**src/rtl/rsa_arbiter.sv**
```systemverilog
// Two-requester round-robin front end for a single RSA modexp engine.
// Optional engine watchdog is compiled in with `define RSA_ARB_TIMEOUT_EN.
module rsa_arbiter #(
   parameter logic [15:0] TIMEOUT_CYCLES = 16'd4096
) (
   input  logic         clk,
   input  logic         rst,
   input  logic         req0,
   input  logic         req1,
   input  logic [255:0] data0,
   input  logic [255:0] data1,
   input  logic [31:0]  pow0,
   input  logic [31:0]  pow1,
   output logic         ack0,
   output logic         ack1,
   output logic         done0,
   output logic         done1,
   output logic [255:0] res_data,
   input  logic         cfg_we,
   input  logic [255:0] cfg_modulus,
   input  logic [31:0]  cfg_mp,
   output logic         cfg_busy,
   output logic         eng_start,
   output logic [255:0] eng_indata,
   output logic [31:0]  eng_pow,
   output logic [255:0] eng_modulus,
   output logic [31:0]  eng_mp,
   input  logic         eng_done,
   input  logic [255:0] eng_result,
   output logic         eng_abort,
   output logic         err
);

   typedef enum logic [1:0] {IDLE, LOAD, RUN, FIN} state_t;

   state_t state;
   logic   last_gnt;
   logic   owner;
   logic   gnt;

   // On a tie the requester that did not win last time gets the grant.
   always_comb begin
      gnt = req1;
      if (req0 && req1)
         gnt = ~last_gnt;
   end

`ifdef RSA_ARB_TIMEOUT_EN
   logic [15:0] wdog;
`else
   logic unused_timeout;
   assign unused_timeout = ^TIMEOUT_CYCLES;
   assign eng_abort      = 1'b0;
   assign err            = 1'b0;
`endif

   always_ff @(posedge clk or posedge rst) begin
      if (rst) begin
         state       <= IDLE;
         last_gnt    <= 1'b1;
         owner       <= 1'b0;
         ack0        <= 1'b0;
         ack1        <= 1'b0;
         done0       <= 1'b0;
         done1       <= 1'b0;
         res_data    <= '0;
         cfg_busy    <= 1'b0;
         eng_start   <= 1'b0;
         eng_indata  <= '0;
         eng_pow     <= '0;
         eng_modulus <= '0;
         eng_mp      <= '0;
`ifdef RSA_ARB_TIMEOUT_EN
         eng_abort   <= 1'b0;
         err         <= 1'b0;
         wdog        <= '0;
`endif
      end else begin
         ack0      <= 1'b0;
         ack1      <= 1'b0;
         done0     <= 1'b0;
         done1     <= 1'b0;
         eng_start <= 1'b0;
`ifdef RSA_ARB_TIMEOUT_EN
         eng_abort <= 1'b0;
         err       <= 1'b0;
`endif
         if (cfg_we && !cfg_busy) begin
            eng_modulus <= cfg_modulus;
            eng_mp      <= cfg_mp;
         end

         case (state)
            IDLE: begin
               if (req0 || req1) begin
                  owner      <= gnt;
                  last_gnt   <= gnt;
                  eng_indata <= gnt ? data1 : data0;
                  eng_pow    <= gnt ? pow1 : pow0;
                  ack0       <= ~gnt;
                  ack1       <= gnt;
                  cfg_busy   <= 1'b1;
                  state      <= LOAD;
               end
            end
            LOAD: begin
               eng_start <= 1'b1;
`ifdef RSA_ARB_TIMEOUT_EN
               wdog      <= '0;
`endif
               state     <= RUN;
            end
            RUN: begin
               // A completion on the same cycle as the timeout takes priority.
               if (eng_done) begin
                  res_data <= eng_result;
                  done0    <= ~owner;
                  done1    <= owner;
                  state    <= FIN;
               end
`ifdef RSA_ARB_TIMEOUT_EN
               else if (wdog == TIMEOUT_CYCLES - 16'd1) begin
                  eng_abort <= 1'b1;
                  err       <= 1'b1;
                  cfg_busy  <= 1'b0;
                  state     <= IDLE;
               end else begin
                  wdog <= wdog + 16'd1;
               end
`endif
            end
            FIN: begin
               cfg_busy <= 1'b0;
               state    <= IDLE;
            end
            default: state <= IDLE;
         endcase
      end
   end

endmodule

```
**config.mk**
```make
export PLATFORM = sky130hd
export DESIGN_NAME = rsa_arbiter
export DESIGN_NICKNAME = d
export VERILOG_FILES = /design/src/rtl/rsa_arbiter.sv
export SDC_FILE = /design/constraint.sdc
export NUM_CORES = 1
export LEC_CHECK = 0
export CAP_MARGIN = 0
export CORE_AREA = 10 10 765 767
export CTS_CLUSTER_SIZE = 14
export DETAILED_ROUTE_END_ITERATION = 10
export DIE_AREA = 0 0 775 777
export PLACE_DENSITY = 0.3
export SLEW_MARGIN = 5
export SYNTH_ARGS = -nofsm -noshare
export SYNTH_HDL_FRONTEND = slang
export SYNTH_SLANG_ARGS = --single-unit
export TNS_END_PERCENT = 20
```
**constraint.sdc**
```tcl
create_clock -name clk -period 40.5 [get_ports clk]
set_input_delay 6.075 -clock clk [delete_from_list [all_inputs] [get_ports clk]]
set_output_delay 6.075 -clock clk [all_outputs]
set_load 0.005 [all_outputs]
```
After elaboration in Yosys (flattened, before gate mapping). Index checks and enable logic that the tools add are counted.

Bits in registers: 842. Input bits: 1126. Word-level logic and storage cells: 49.

Eq/ne operators: 5. Multiplexer cells: 17. Bitwise gates (word level): 3. Reductions and logical operators: 10.

Operator list (number): $mux 256 (1); $mux 32 (1); $mux 1 (11); $pmux 2 s4 (1); $reduce_and 2->1 (4); $eq 2x2->1 const B (2); $mux 2 (2); $ne 2x2->1 const B (2); $not 1->1 (3); $eq 2x1->1 const B (1); $logic_and 1x1->1 (2); $logic_not 2->1 (1); $pmux 1 s2 (1); $reduce_bool 2->1 (1); $logic_not 1->1 (1); $logic_or 1x1->1 (1).

Longest topological paths before layout. Gate-level depths: netlist of the first run.

Depth in word-level cells: 5. Depth in mapped cells: 8.

Worst setup path before layout of the first run. OpenSTA, ideal clock, no wires.

Kind: input to register. Start point: in cfg_we. End point: reg eng_modulus[255]. Arrival: 7.179 ns. Data required time: 40.375 ns. Path slack: 33.196 ns. Stages: 5. Path buffers: 3. Cells stage by stage: nor2b_1 clkbuf_1 buf_2 buf_2 mux2_2.

Cells in the longest elaborated chain, start to end: 1.

Ends and longest elaborated chain: from (decl) (RTL line 19) `input logic cfg_we,`; $logic_and 1x1->1 (RTL line 88) `if (cfg_we && !cfg_busy) begin`; to (signal assigned) (RTL line 89) `eng_modulus <= cfg_modulus;`; to (decl) (RTL line 26) `output logic [255:0] eng_modulus,`.

No other way between the ends. A chain may end at the register's enable or synchronous reset.

==> results of run 1 <==
==> placed cells by master, fill, tap and decap left out, drive strengths merged, types with 2 or more instances in the layout <==
master	count
clkdlybuf4s50	1930
dfrtp	841
mux2	545
and2	200
a221o	199
clkbuf	191
a21oi	180
nor2	91
nand2	90
diode	76
buf	67
clkinv	18
bufinv	7
inv	7
ha	5
clkinvlp	3
conb	2
==> through the flow <==
stage          cells  power (uW)  utilization (%)  instance area [um^2]  setup slack, ns
3_3_place_gp   11700        4420             10.8                 61600            28.53
5_1_grt        11926        5700             11.5                 65700            28.91
4_1_cts        11921        5610             11.5                 65600            29.46
2_1_floorplan   2338        2220                -                 33100            10.77
3_5_place_dp   11700        4410             10.8                 61600            28.44
6_report       11997        5370             11.6                 65800            29.66
==> worst paths after layout <==
path,from,to,slack [ns]
max,rst,eng_pow[5],29.66
min,owner,done0,0.48
max reg2reg,state[0],res_data[51],36.12
min reg2reg,owner,done0,0.48
max in group clk,cfg_we,eng_mp[17],30.96
min in group asynchronous,rst,eng_modulus[24],5.72
==> cell families after synthesis <==
family / share of synthesized area [%]
multiplexers: 18.5
buffers and inverters: 2.78
AND/OR/NAND/NOR: 5.90
AO/OA/AOI/OAI: 8.93
flip-flops: 63.7
adder cells (fa/ha/maj): 0.189
other: 0.0113
==> flip-flops by register name (all words and copies together), names as in the netlist, 2 cells and up <==
name and cells:
eng_indata 256, eng_modulus 256, res_data 256, eng_mp 32
eng_pow 32, state 2
==> per-layer routing <==
metal	global-route usage [%]	vias to the layer above
li1	-	12466
met1	12.1	14973
met2	21.6	1735
met3	8.81	599
met4	3.09	172
met5	0	-
==> report_power, final <==
| group | internal (uW) | switching [uW] |
|---|---|---|
| registers | 1270 | 304 |
| logic | 1230 | 1430 |
| clock network | 661 | 470 |
==> worst max-delay path, delay by kind of cell <==
kind / cells / cell delay [ns]
buffers and inverters: 8 / 4.92
==> final cells by class <==
class | count | area [um^2] | share of cell area, %
Tap cell | 7533 | 9430 | 14.3
Clock buffer | 191 | 3670 | 5.58
Antenna cell | 76 | 190 | 0.289
Sequential cell | 842 | 21100 | 32.0
Timing Repair Buffer | 1997 | 19900 | 30.2
Clock inverter | 30 | 402 | 0.610
Multi-Input combinational cell | 1323 | 11200 | 17.0
Inverter | 5 | 26.3 | 0.0399
==> metrics, run 1 <==
Netlist cell types=28; pwr/cell area=~82 nW/um^2; row cnt=between 200 and 300; Yosys top cell area share=a little under two thirds; largest net degree at the start of global routing=about 140; grt total ovfl=0; GPL Wtd Cong=0.953; final hold viol count=0; share of cells above drive strength 1=between 10% and 20%; Starting Density=under 10%; Mapped Area=33,100 um^2; Main synth FF type=dfrtp_1; Ys Warns=0; total iterations of the first detailed-routing run=5; Slew Viols, Final=0; die area=approximately 600,000 um^2; CP Class=input port to asynchronous set/reset pin; core area=569,000 um^2; setup bufs post-CTS=0; CTS Buffer Depth=4; highest routed metal layer=met5; worst-skew pair later-pin latency=0.95 ns; Mapped Cells=~2,300; Worst Tran Pin Value=around 1.1 ns; skew final=between 0.06 and 0.07 ns; total clock sinks=842; DRC errors left=0; clock buffer count from CTS=between 100 and 150; HPWL after DPL=349 mm; CTS tree=yes; fmax=92.3 MHz; I/O Buffers=a little under 2,000; Post-DRT Antenna Nets=0; top cells by area, synth=dfrtp_1 64%, mux2_2 19%, a221o_1 6.0%; Area growth, synth to finish=98.9%; number of nets in the layout=approximately 5,400; count leader, synth=dfrtp_1; initial antenna violation count=236; Max transition margin=between 20% and 30%; VDD IR max=between 40 and 50 uV; CP required=between 40 and 50 ns; WL met2=about 190 mm; Die Width=just under 800 um; final setup violation count=0; Pleak=approximately 0.024 uW; CTS Root Buffer Type=clkbuf_16; Ports=between 1,500 and 2,000; Routed WL=between 300 and 400 mm; worst min path class=register to register; Post-synth EDFFs=0; Worst Setup End Kind=asynchronous set/reset pin; CP Launch Type=input port; # fillers=around 65,000; syn avg cell area=between 10 and 15 um^2; Worst Reg-to-Reg Cells=7; delay of the slowest critical-path stage=0.80 ns; worst path cell trace=clkdlybuf4s50_1, inv_8, buf_12, buf_4, buf_4, buf_4, buf_4, buf_4; vias=between 20,000 and 30,000; ys async rst share=100%; sequential area share after synthesis=around 64%; Hold Path Depth=1; CP dominant cell by count=buf_4; setup TNS=0 ns; Post-Route M1 WL=~130 mm; data arrival time of the critical path=around 12 ns; Clk pin slew, worst setup/hold paths=approximately 0.060 ns; Hold-fix buffers, CTS=0; Post-synth top cells=841 x dfrtp_1, 545 x mux2_2, 199 x a221o_1, 199 x and2_1, 180 x a21oi_1; DR vias/cell=about 2.5; Synth Register Bits=~840; hold slack=0.478 ns; total track usage=between 10 and 15%; Slowest-stage cell, CP=buf_4; vias in the first global route=between 30,000 and 40,000; Yosys top cell by area=dfrtp_1; RSZ-0062 raised after global routing=false; CTS H-tree depth=3; Wirelength per Cell=32.9 um; Max Cap Viol=0; Die Y=777 um; minimum clock period=10.84 ns; CP Max Fanout=around 110; status=finished clean; met3 WL=about 60 mm; first-pass GRT wire length=473 mm; Final period util=26.8%; post-CTS sizing=0; drt first-iter violations=between 1,500 and 2,000
(Power assumes the default switching activity.)
==> run 2, diff against run 1 <==
- CORE_AREA: 10 10 765 767 -> 10 10 747 749
- DIE_AREA: 0 0 775 777 -> 0 0 757 759
- clock period: 40.5 -> 9 ns (I/O delays scaled with it)
==> run 2 against run 1 <==
  * Die area is 4.6% lower
  * Register-to-register slack got worse by 31 ns
  * Clock power grew to 4.9 times the previous value
  * Largest power group unchanged
  * Cell count shrank 2.5%
==> metrics, run 2 (synthesis gave the netlist of run 1 again) <==
RSZ-0062 raised after global routing=false; Worst Tran Pin Value=1.20 ns; worst path cell trace=clkdlybuf4s50_1, o21ai_4, buf_4, buf_12, buf_4, and2_1, a221o_1; Slowest-stage cell, CP=buf_4; number of nets in the layout=5,434; vias=30,408; die area=approximately 570,000 um^2; top flop regs=eng_indata (256), eng_modulus (256), res_data (256); grt total ovfl=0; Ports=roughly 2,000; CP required=between 9 and 10 ns; Clk pin slew, worst setup/hold paths=approximately 0.050 ns; Die Width=757 um; skew final=around 0.12 ns; final setup violation count=0; CP dominant cell by count=buf_4; commonest cells after routing, fill and taps aside=1,933 x clkdlybuf4s50_1, 841 x dfrtp_1, 545 x mux2_2; register area=21,100 um^2; Area growth, synth to finish=99.2%; Buffers & Inverters on Critical Path=4; status=finished clean; CTS Root Buffer Type=clkbuf_16; Setup WS post-layout=5.09 ns; drt first-iter violations=between 1,000 and 1,500; HPWL after DPL=around 340 mm; CP Max Fanout=about 140; Hold-fix buffers, CTS=0; clock buffer count from CTS=between 100 and 150; Max transition margin=around a fifth; row cnt=roughly 270; layer carrying the most global-route usage=met2; pwr/cell area=roughly 370 nW/um^2; Non-Filler Instances=around 12,000; GPL Wtd Cong=approximately 0.92; Slew Viols, Final=0; I/O Buffers=between 1,500 and 2,000; met3 Track Usage GR=under 10%; Starting Density=just over 6%; initial antenna violation count=roughly 260; core area=roughly 540,000 um^2; largest net degree at the start of global routing=140; DR vias/cell=2.60; Inst Count DP=between 10,000 and 15,000; CTS tree=yes; CTS H-tree depth=4; share of cells above drive strength 1=18.6%; Final period util=roughly 43%; CTS Buffer Depth=4; pre-CTS WS=4.26 ns; total clock sinks=roughly 840; minimum clock period=around 4 ns; first-pass GRT wire length=~460 mm; final hold viol count=0; critical path's top delay family=buffers and inverters; Wirelength per Cell=32.8 um; total track usage=about an eighth; total iterations of the first detailed-routing run=5; worst-skew pair later-pin latency=0.89 ns; most common cell after layout, fill and taps aside=clkdlybuf4s50_1; post-CTS sizing=0; VDD IR max=150 uV; setup TNS=0 ns; fmax=255 MHz; CP Class=input port to register; setup bufs post-CTS=0; M2 GR Usage=between 20% and 30%; delay of the slowest critical-path stage=0.91 ns; worst min path class=register to register; Pleak=0.0243 uW; met1 Usage GRT=13.2%; multi-input logic area=between 10,000 and 15,000 um^2; hold slack=about 0.47 ns; Max Cap Viol=0; Die Y=759 um; data arrival time of the critical path=4.64 ns; vias in the first global route=32,457; Routed WL=roughly 380 mm; DRC errors left=0; # fillers=roughly 60,000; CP Launch Type=input port; Post-DRT Antenna Nets=0; Worst Setup End Kind=register
==> run 2: cell count changes in the layout (fill, tap and decap cells not counted), moves of 8 or more <==
cell       previous run  this run
buf_12                4        12
diode_2              76        68
clkbuf_8             34        25
buf_4                63        51
clkbuf_16           123       139
==> run 2: layout make-up <==
| cell class | count | area share [%] |
|---|---|---|
| flip-flops and latches | 842 | 32.0 |
| repair buffers | 1996 | 30.3 |
| multi-input cells | 1323 | 16.9 |
| well taps | 7234 | 13.7 |
| clock buffers | 200 | 6.00 |
| clock inverters | 35 | 0.793 |
| diodes | 68 | 0.258 |
| inverters | 5 | 0.0342 |
==> run 2: through the flow <==
stage	power [uW]	area, um^2	utilization (%)
CTS	25700	65800	12.1
finish	24600	65900	12.1
floorplan	10000	33100	-
global placement	19800	61300	11.3
global route	26100	65900	12.1
detailed placement	19800	61300	11.3
==> run 2: power by group <==
group	total, uW	internal (uW)	switching (uW)
clock	5540	3310	2230
combinational	12000	5550	6410
sequential	7140	5730	1420
total	24600	14600	10100
==> run 2: worst reg2reg max path, cell delays in order, from the launching register on <==
cell	delay [ns]
dfrtp_1	0.40
inv_1	0.10
ha_1	0.35
o21ai_4	0.14
buf_4	0.47
buf_12	0.46
buf_4	0.95
and2_1	0.43
a221o_1	0.12
==> run 2: path summary, 6_finish.rpt <==
| path | cells past startpoint | to | slack [ns] | startpoint |
|---|---|---|---|---|
| max | 7 | eng_indata[155] | 5.09 | req0 |
| max in group asynchronous | 4 | eng_indata[37] | 5.96 | rst |
| max reg2reg | 8 | eng_indata[155] | 5.45 | state[0] |
| min in group asynchronous | 2 | eng_modulus[229] | 1.07 | rst |
| min | 1 | done0 | 0.47 | owner |
| min reg2reg | 1 | done0 | 0.47 | owner |
==> run 2: metal layers <==
layer / share of wire, % / routed length [um] / up-vias
met5: 0.35 / 1330 / -
met4: 3.0 / 11700 / 200
met3: 12 / 45200 / 661
met2: 49 / 187000 / 1784
met1: 36 / 138000 / 15303
li1: - / - / 12460
==> run 3, diff against run 2 <==
- clock period: 9 -> 3.4 ns (I/O delays scaled with it)
==> run 3 against run 2 <==
  * Count of clock-buffer cells in the layout fell by 18
  * Register-to-register slack got worse by 4.6 ns
  * Hold slack got worse by 0.39 ns
  * Cell count rose by 0.24%
  * Sequential power rose to 2.7 times the previous value
  * Sequential share of layout area fell by 0.056 points
  * Sequential cell count did not move
  * Total power rose to 2.6 times the previous value
  * Largest cell class unchanged
  * Die area did not move
  * Clock power rose by 140%
  * First-iteration DRC count rose by 6.3%
==> metrics, run 3 (synthesis gave the netlist of run 1 again) <==
P_int=roughly 38,000 uW; Pleak=0.0243 uW; pwr/cell area=973 nW/um^2; drt first-iter violations=around 1,600; Hold-fix buffers, CTS=0; CTS H-tree depth=3; Setup WS post-layout=about 0.44 ns; Comb power frac=49.4%; switching power=~26,000 uW; Seq pwr share=29.6%; Final period util=between 80% and 90%; CP Class=register to output port; Worst Reg-to-Reg Cells=6; Post-DRT Antenna Nets=0; worst path cell trace=clkdlybuf4s50_1; minimum clock period=roughly 3.0 ns; highest routed metal layer=met5; post-CTS sizing=0; delay of the slowest critical-path stage=about 1.2 ns; initial antenna violation count=271; Max transition margin=roughly a third; DRC errors left=0; Max Cap Viol=0; critical path's top delay family=buffers and inverters; Switching Share=41.0%; worst min path class=input port to asynchronous set/reset pin; total iterations of the first detailed-routing run=7; Design Area, Final=~66,000 um^2; largest net degree at the start of global routing=146; CTS Root Buffer Type=clkbuf_16; most common cell after layout, fill and taps aside=clkdlybuf4s50_1; Clock power frac=about a fifth; RSZ-0062 raised after global routing=false; Worst R2R Setup Slack=about 0.85 ns; Buffers & Inverters on Critical Path=1; Starting Density=under 10%; VDD IR max=between 500 and 600 uV; Slew Viols, Final=0; HPWL after DPL=339 mm; fin util=about an eighth; # fillers=61,573; row cnt=271; clock buffer count from CTS=124; setup bufs post-CTS=0; final setup violation count=0; Slowest-stage cell, CP=clkdlybuf4s50_1; DR vias/cell=2.61; Routed WL=385 mm; Clk pin slew, worst setup/hold paths=about 0.060 ns; Post-Route M1 WL=~140 mm; Ports=slightly below 2,000; fmax=roughly 340 MHz; Die Y=roughly 760 um; top flop regs=eng_indata (256), eng_modulus (256), res_data (256); worst r2r dst=eng_indata[168]; pre-CTS WS=approximately 0.37 ns; grt total ovfl=0; hold slack=between 0.07 and 0.08 ns; final hold viol count=0; vias=approximately 30,000; setup TNS=0 ns; share of cells above drive strength 1=between 10% and 20%; WL met2=approximately 190 mm; CP Max Fanout=2; die area=about 570,000 um^2; CTS Buffer Depth=4; Crit Reg-Reg Startpoint=state[0]; status=finished clean; skew final=0.135 ns; GPL Wtd Cong=between 0.9 and 1; total clock sinks=842; core area=between 500,000 and 600,000 um^2; Worst Tran Pin Value=just over 1 ns; data arrival time of the critical path=2.45 ns; Placed Area=61,800 um^2; number of nets in the layout=5,462; Worst Setup End Kind=output port; CTS tree=yes; met3 WL=approximately 47 mm; I/O Buffers=between 1,500 and 2,000; Die Width=757 um; Area growth, synth to finish=99.5%; total track usage=between 10% and 20%; CP Launch Type=register; CP required=2.89 ns; worst-skew pair later-pin latency=0.96 ns; Wirelength per Cell=32.8 um; commonest cells after routing, fill and taps aside=1,920 x clkdlybuf4s50_1, 841 x dfrtp_1, 545 x mux2_2; vias in the first global route=32,574; first-pass GRT wire length=466 mm
run 3: cell count changes in the layout (fill, tap and decap cells not counted), moves of 3 or more:
cell / previous run / this run
clkdlybuf4s50_1: 1933 / 1920
clkinvlp_4: 2 / 8
clkbuf_8: 25 / 22
diode_2: 68 / 74
buf_4: 51 / 81
inv_6: 4 / 1
clkbuf_16: 139 / 124
buf_12: 12 / 34
run 3: layout make-up:
| type | instances | area [um^2] | share of cell area, % |
|---|---|---|---|
| Multi-Input combinational cell | 1323 | 11200 | 16.9 |
| Tap cell | 7234 | 9050 | 13.7 |
| Sequential cell | 842 | 21100 | 31.9 |
| Antenna cell | 74 | 185 | 0.280 |
| Clock inverter | 36 | 505 | 0.765 |
| Timing Repair Buffer | 2035 | 20500 | 31.0 |
| Inverter | 5 | 22.5 | 0.0341 |
| Clock buffer | 182 | 3540 | 5.36 |
run 3: power groups by stage:
stage	logic, uW	registers, uW	clock network [uW]
6_report	31700	19000	13500
2_1_floorplan	8370	18100	0
4_1_cts	33700	19100	14100
3_5_place_dp	33500	19200	0
3_3_place_gp	33600	19200	0
5_1_grt	34000	19600	14500
run 3: routing by layer:
metal  track usage, %  vias to the layer above
met5                0                        -
met4             3.40                      210
met3             7.29                      650
met2             22.3                     1758
met1             13.3                    15437
li1                 -                    12514
run 3: worst max path at each step:
stage,startpoint,endpoint,slack (ns),cells after the start
final,eng_indata[71],eng_indata[71],0.44,1
after global routing,res_data[59],res_data[59],0.30,1
after CTS,eng_indata[141],eng_indata[141],0.28,1
after detailed placement,req0,eng_indata[106],0.37,5
after global placement,req0,eng_indata[99],0.43,5
after floorplan,rst,ack0,-8.68,1
run 3: stage by stage:
step                cells  total power, uW
floorplan            2338            26500
global placement    11439            52800
detailed placement  11439            52700
CTS                 11657            67000
global route        11691            68100
finish              11731            64300
